$ cat config.mk
export PLATFORM = sky130hd
export DESIGN_NAME = rfphoenix_mc_fifo
export DESIGN_NICKNAME = d
export VERILOG_FILES = /design/src/rtl/rfphoenix_mc_fifo_pkg.sv /design/src/rtl/rfphoenix_mcfifo_chan.sv /design/src/rtl/rfphoenix_mc_fifo.sv
export SDC_FILE = /design/constraint.sdc
export NUM_CORES = 2
export LEC_CHECK = 0
export ABC_AREA = 1
export ABC_CLOCK_PERIOD_IN_PS = 5400
export BUFFER_PORTS_ARGS = -buffer_cell sky130_fd_sc_hd__buf_2
export CAP_MARGIN = 10
export CORE_MARGIN = 2
export CORE_UTILIZATION = 50
export CTS_BUF_LIST = sky130_fd_sc_hd__clkbuf_4
export CTS_CLUSTER_SIZE = 28
export DETAILED_ROUTE_END_ITERATION = 8
export PLACE_DENSITY_LB_ADDON = 0.12
export SLEW_MARGIN = 20
export SYNTH_ARGS = -nofsm -noshare
export SYNTH_HDL_FRONTEND = slang
export SYNTH_SLANG_ARGS = --single-unit
$ cat constraint.sdc
create_clock -name clk -period 5.4 [get_ports clk]
set_input_delay 0.27 -clock clk [delete_from_list [all_inputs] [get_ports clk]]
set_output_delay 0.27 -clock clk [all_outputs]
set_load 0.005 [all_outputs]
$ cat src/rtl/rfphoenix_mc_fifo_pkg.sv
// Shared rfPhoenix types and constants for the multi-channel FIFO.
// Optional RFPHOENIX_MCFIFO_ERR_EN adds sticky ovf/unf flags in the FIFO.
package rfPhoenixPkg;

  localparam int MCFIFO_AFM_DEF = 4;

  typedef struct packed {
    logic empty;
    logic full;
    logic almost_full;
  } mcfifo_stat_t;

endpackage

$ cat src/rtl/rfphoenix_mcfifo_chan.sv
// Per-channel pointer pair, occupancy and status for rfphoenix_mc_fifo.
// RFPHOENIX_MCFIFO_ERR_EN adds sticky overflow/underflow flags.
module rfphoenix_mcfifo_chan
  import rfPhoenixPkg::*;
#(
  parameter int DEP = 16,
  parameter int AFM = MCFIFO_AFM_DEF
) (
  input  logic                   clk,
  input  logic                   rst,
  input  logic                   flush,
  input  logic                   wr_req,
  input  logic                   rd_req,
  output logic                   wr_ok,
  output logic                   rd_ok,
  output logic [$clog2(DEP)-1:0] widx,
  output logic [$clog2(DEP)-1:0] ridx,
  output logic [$clog2(DEP):0]   cnt,
  output mcfifo_stat_t           stat
`ifdef RFPHOENIX_MCFIFO_ERR_EN
  ,
  output logic                   ovf,
  output logic                   unf
`endif
);

  localparam int AW = $clog2(DEP);
  localparam int CW = AW + 1;

  logic [CW-1:0] wptr;
  logic [CW-1:0] rptr;

  assign cnt  = wptr - rptr;
  assign widx = wptr[AW-1:0];
  assign ridx = rptr[AW-1:0];

  assign stat.empty       = (cnt == '0);
  assign stat.full        = (cnt == CW'(DEP));
  assign stat.almost_full = (cnt >= CW'(DEP - AFM));

  // A same-cycle read frees the slot of a full channel; a
  // same-cycle write feeds the read of an empty one (bypass).
  assign wr_ok = wr_req & ~flush & (~stat.full | rd_req);
  assign rd_ok = rd_req & ~flush & (~stat.empty | wr_req);

  always_ff @(posedge clk or negedge rst) begin
    if (!rst) begin
      wptr <= '0;
      rptr <= '0;
    end else if (flush) begin
      rptr <= wptr;
    end else begin
      if (wr_ok) wptr <= wptr + 1'b1;
      if (rd_ok) rptr <= rptr + 1'b1;
    end
  end

`ifdef RFPHOENIX_MCFIFO_ERR_EN
  always_ff @(posedge clk or negedge rst) begin
    if (!rst) begin
      ovf <= 1'b0;
      unf <= 1'b0;
    end else if (flush) begin
      ovf <= 1'b0;
      unf <= 1'b0;
    end else begin
      if (wr_req & ~wr_ok) ovf <= 1'b1;
      if (rd_req & ~rd_ok) unf <= 1'b1;
    end
  end
`endif

endmodule

$ cat src/rtl/rfphoenix_mc_fifo.sv
// Multi-channel FIFO: NCH queues of DEP words in one shared RAM.
// Define RFPHOENIX_MCFIFO_ERR_EN to expose sticky ovf/unf per channel.
module rfphoenix_mc_fifo
  import rfPhoenixPkg::*;
#(
  parameter int WID = 32,
  parameter int DEP = 16,
  parameter int NCH = 4,
  parameter int AFM = MCFIFO_AFM_DEF
) (
  input  logic                              clk,
  input  logic                              rst,
  input  logic [NCH-1:0]                    flush,
  input  logic                              wr,
  input  logic [$clog2(NCH)-1:0]            wr_ch,
  input  logic [WID-1:0]                    di,
  input  logic                              rd,
  input  logic [$clog2(NCH)-1:0]            rd_ch,
  output logic [WID-1:0]                    dout,
  output logic                              dout_v,
  output logic [$clog2(NCH)-1:0]            dout_ch,
  output logic [NCH-1:0][$clog2(DEP):0]     cnt,
  output logic [NCH-1:0]                    empty,
  output logic [NCH-1:0]                    full,
  output logic [NCH-1:0]                    almost_full
`ifdef RFPHOENIX_MCFIFO_ERR_EN
  ,
  output logic [NCH-1:0]                    ovf,
  output logic [NCH-1:0]                    unf
`endif
);

  localparam int AW  = $clog2(DEP);
  localparam int CHW = $clog2(NCH);

  logic [NCH-1:0]         wr_req;
  logic [NCH-1:0]         rd_req;
  logic [NCH-1:0]         wr_ok;
  logic [NCH-1:0]         rd_ok;
  logic [NCH-1:0][AW-1:0] widx;
  logic [NCH-1:0][AW-1:0] ridx;
  mcfifo_stat_t           stat [NCH];

  for (genvar c = 0; c < NCH; c++) begin : g_ch
    assign wr_req[c] = wr & (wr_ch == CHW'(c));
    assign rd_req[c] = rd & (rd_ch == CHW'(c));

    rfphoenix_mcfifo_chan #(
      .DEP (DEP),
      .AFM (AFM)
    ) u_chan (
      .clk    (clk),
      .rst    (rst),
      .flush  (flush[c]),
      .wr_req (wr_req[c]),
      .rd_req (rd_req[c]),
      .wr_ok  (wr_ok[c]),
      .rd_ok  (rd_ok[c]),
      .widx   (widx[c]),
      .ridx   (ridx[c]),
      .cnt    (cnt[c]),
      .stat   (stat[c])
`ifdef RFPHOENIX_MCFIFO_ERR_EN
      ,
      .ovf    (ovf[c]),
      .unf    (unf[c])
`endif
    );

    assign empty[c]       = stat[c].empty;
    assign full[c]        = stat[c].full;
    assign almost_full[c] = stat[c].almost_full;
  end

  logic [WID-1:0]        mem [NCH*DEP];
  logic [CHW+AW-1:0]     waddr;
  logic [CHW+AW-1:0]     raddr;
  logic                  pop;
  logic                  byp;

  assign waddr = {wr_ch, widx[wr_ch]};
  assign raddr = {rd_ch, ridx[rd_ch]};
  assign pop   = rd_ok[rd_ch];
  assign byp   = wr & (wr_ch == rd_ch) & empty[rd_ch];

  // Storage is deliberately not reset; pointers define validity.
  always_ff @(posedge clk) begin
    if (wr_ok[wr_ch]) mem[waddr] <= di;
  end

  always_ff @(posedge clk or negedge rst) begin
    if (!rst) begin
      dout    <= '0;
      dout_v  <= 1'b0;
      dout_ch <= '0;
    end else begin
      dout_v <= pop;
      if (pop) begin
        dout    <= byp ? di : mem[raddr];
        dout_ch <= rd_ch;
      end
    end
  end

endmodule

==> reports/metrics.csv <==
metric,value,unit
status,"complete, no violations",
grt_max_degree,161,
postCtsSetupRepairBufs,0,
slowest_delay,0.73,ns
syn_avg_cell_area,11.1,µm²
worstReg2RegStart,g_ch[1].u_chan.wptr[0]$_DFFE_PN0P_,
path_cells,inv_1 > ha_1 > inv_1 > fa_1 > or2_0 > nor2_1 > nand3_1 > nor2_2 > o21ai_1 > dlygate4sd3_1 > nand3_1 > nand4_4 > inv_2 > o21ai_0,
ys_warn_count,0,
synth.top_cell.area_share,0.649,
wl,296000,µm
yosysTopAreaCell,edfxtp_1,
cts_sinks,2123,
slowest_stage,inv_2,
drtAntennaViolNets,0,
synth.ff_latch_count,2123,
grt_pass1_vias,65246,
wl_per_cell,24.9,µm
row_count,159,
ctsHoldBuffers,87,
dp_slack,1.13,ns
p_leak,42.5,nW
drive_gt1_frac,0.142,
cellPowerDensity,437,nW/µm²
holdPathStages,3,
synth_area_leaders,"edfxtp_1, nand3_1, nand3b_1",
fin_crit_sh,0.844,
gp_congestion,0.932,
clk_latency,1.45,ns
drtIter0Drc,7258,
hold_viol,0,
synth.yosys.seq_area_share,0.668,
syn-instance-count,8549,
worstPathArrival,5.83,ns
finalNetCount,9104,
die_x,439,µm
max-slew-margin-rel,0.177,
skew,0.0940,ns
end_kind,flop,
fp.dieH,439,µm
num_vias,67418,
hpwl,177000,µm
cp_max_fo,35,
coreArea,188000,µm²
rsz0062_at_grt,no,
crit_type,flop to flop,
synth_area,94800,µm²
synth_nets,8621,
min_to,mem[26][15]$_DFFE_PP_,
gr-total-overflow,0,
cts_root_buf,clkbuf_4,
ctsResizeCount,0,
synth_cell_types,41,
r2r_cells,14,
portBuffers,110,
area_growth,12.7,%
maxSlewViolCount,0,
hold_ws,0.125,ns
final_core_util,0.568,
r2r_slack,0.84,ns
htree_levels,6,
max_cap_violations,0,
fin_ws,0.843,ns
hp-class,primary input to flop,
ctsLongestPathBuffers,4,
cp.required,6.67,ns
drc,0,
fillers,16171,
drt-pass1-iter-count,6,
cts_buffers,577,
r2r_end,dout_ch[0]$_DFFE_PN0P_,
clkSlewWorstSetupHoldPaths,0.07,ns
fin_tns_setup,0,ns
setup_viol,0,
min_period,4.56,ns
grt_antenna_before_repair,14,
worst_pin_slew,1.23,ns
start_util,0.504,
routed_via_density,5.66,
hold_start,di[15],
cp-start-kind,flop,
vdd_ir_drop_max,0.282,mV
die_area,193000,µm²
num_io_pins,111,
cts_tree,done,
track_usage,0.305,
fmax,0.219,GHz
grt_pass1_wl,434000,µm
-- sequential cells by signal, indices dropped and copies added, names as in the netlist --
| register | cells |
|---|---|
| dout | 32 |
| dout_ch | 2 |
| dout_v | 1 |
| g_ch.u_chan.rptr | 20 |
| g_ch.u_chan.wptr | 20 |
| mem | 2048 |
-- power breakdown --
part	leakage (nW)	switching (mW)	internal (mW)
clock network	4.10	6.57	7.18
registers	19.3	0.379	18.5
logic	19.0	10.1	3.88
-- metal layers --
| metal | share of wire | wire (µm) | GRT usage | up-vias |
|---|---|---|---|---|
| met5 | 0.00014 | 41 | 0 | - |
| met4 | 0.042 | 12600 | 0.132 | 8 |
| met3 | 0.092 | 27400 | 0.0654 | 540 |
| met2 | 0.45 | 134000 | 0.467 | 3194 |
| met1 | 0.41 | 122000 | 0.422 | 32959 |
| li1 | - | - | - | 30717 |
-- Yosys cell counts, drive strengths merged --
| master | number |
|---|---|
| edfxtp | 2048 |
| nand3 | 1899 |
| nand2 | 1528 |
| inv | 1177 |
| nand3b | 886 |
| buf | 365 |
| clkbuf | 199 |
| dfrtp | 75 |
| nor3 | 64 |
| nor2 | 45 |
| a21oi | 42 |
| o211ai | 40 |
| or2 | 36 |
| o21bai | 32 |
| xor2 | 29 |
| ha | 24 |
| o21ai | 12 |
| o221ai | 11 |
| xnor2 | 11 |
| nand4 | 7 |
| o22ai | 6 |
| fa | 4 |
| a221oi | 3 |
| mux2 | 2 |
| a21o | 1 |
| a221o | 1 |
| a22oi | 1 |
| and2 | 1 |
-- layout by cell type (no fill, tap or decap), types with 40 or more instances in the layout --
master and instances:
edfxtp_1 2048, nand3_1 1897, nand2_1 1519, inv_1 1169, nand3b_1 886, clkbuf_4 824, buf_4 217, buf_2 108
clkinv_1 89, dlygate4sd3_1 87, dfrtp_1 75, buf_12 56, nor3_2 54, a21oi_1 42, o211ai_1 40
-- worst max-delay path, delay by kind of cell, from the launching register on --
| kind | cells | cell delay (ns) |
|---|---|---|
| buffers and inverters | 4 | 1.54 |
| AND/OR/NAND/NOR | 6 | 1.46 |
| adder cells (fa/ha/maj) | 2 | 0.63 |
| flip-flops | 1 | 0.47 |
| AO/OA/AOI/OAI | 2 | 0.26 |
-- worst max-delay path by stage --
| stage | from | endpoint | slack, ns | cells past startpoint |
|---|---|---|---|---|
| floorplan | g_ch[3].u_chan.wptr[0]$_DFFE_PN0P_ | mem[35][0]$_DFFE_PP_ | 0.42 | 19 |
| global placement | g_ch[3].u_chan.wptr[0]$_DFFE_PN0P_ | mem[28][16]$_DFFE_PP_ | 0.97 | 19 |
| detailed placement | g_ch[3].u_chan.wptr[0]$_DFFE_PN0P_ | mem[27][7]$_DFFE_PP_ | 1.13 | 19 |
| CTS | g_ch[1].u_chan.wptr[0]$_DFFE_PN0P_ | dout_ch[0]$_DFFE_PN0P_ | 0.91 | 14 |
| global route | g_ch[1].u_chan.wptr[0]$_DFFE_PN0P_ | dout_ch[0]$_DFFE_PN0P_ | 0.57 | 15 |
| finish | g_ch[1].u_chan.wptr[0]$_DFFE_PN0P_ | dout_ch[0]$_DFFE_PN0P_ | 0.84 | 14 |
-- logic make-up after synthesis --
| group | Yosys count | synth area share |
|---|---|---|
| compound gates | 149 | 0.0105 |
| xor+xnor | 40 | 0.00377 |
| fa+ha+maj | 28 | 0.00401 |
| buf+inv | 1741 | 0.0734 |
| flops | 2123 | 0.668 |
| mux | 2 | 0.000238 |
| simple gates | 4466 | 0.240 |
-- layout make-up --
cell class / instances / area [µm²] / area share
diodes: 15 / 37.5 / 0.000351
multi-input cells: 4685 / 24900 / 0.233
well taps: 2495 / 3120 / 0.0292
inverters: 1177 / 4430 / 0.0415
clock inverters: 117 / 579 / 0.00542
flip-flops and latches: 2123 / 63400 / 0.593
repair buffers: 468 / 4160 / 0.0390
clock buffers: 824 / 6190 / 0.0579
-- per-stage QoR --
stage,cells,cell area (µm²),total power [mW]
finish,11904,107000,46.6
global route,11897,107000,48.8
CTS,11887,107000,46.7
detailed placement,10859,99100,33.0
global placement,10858,99100,32.9
floorplan,8549,94800,26.8
Note: power is estimated with default switching activity, not from simulation.
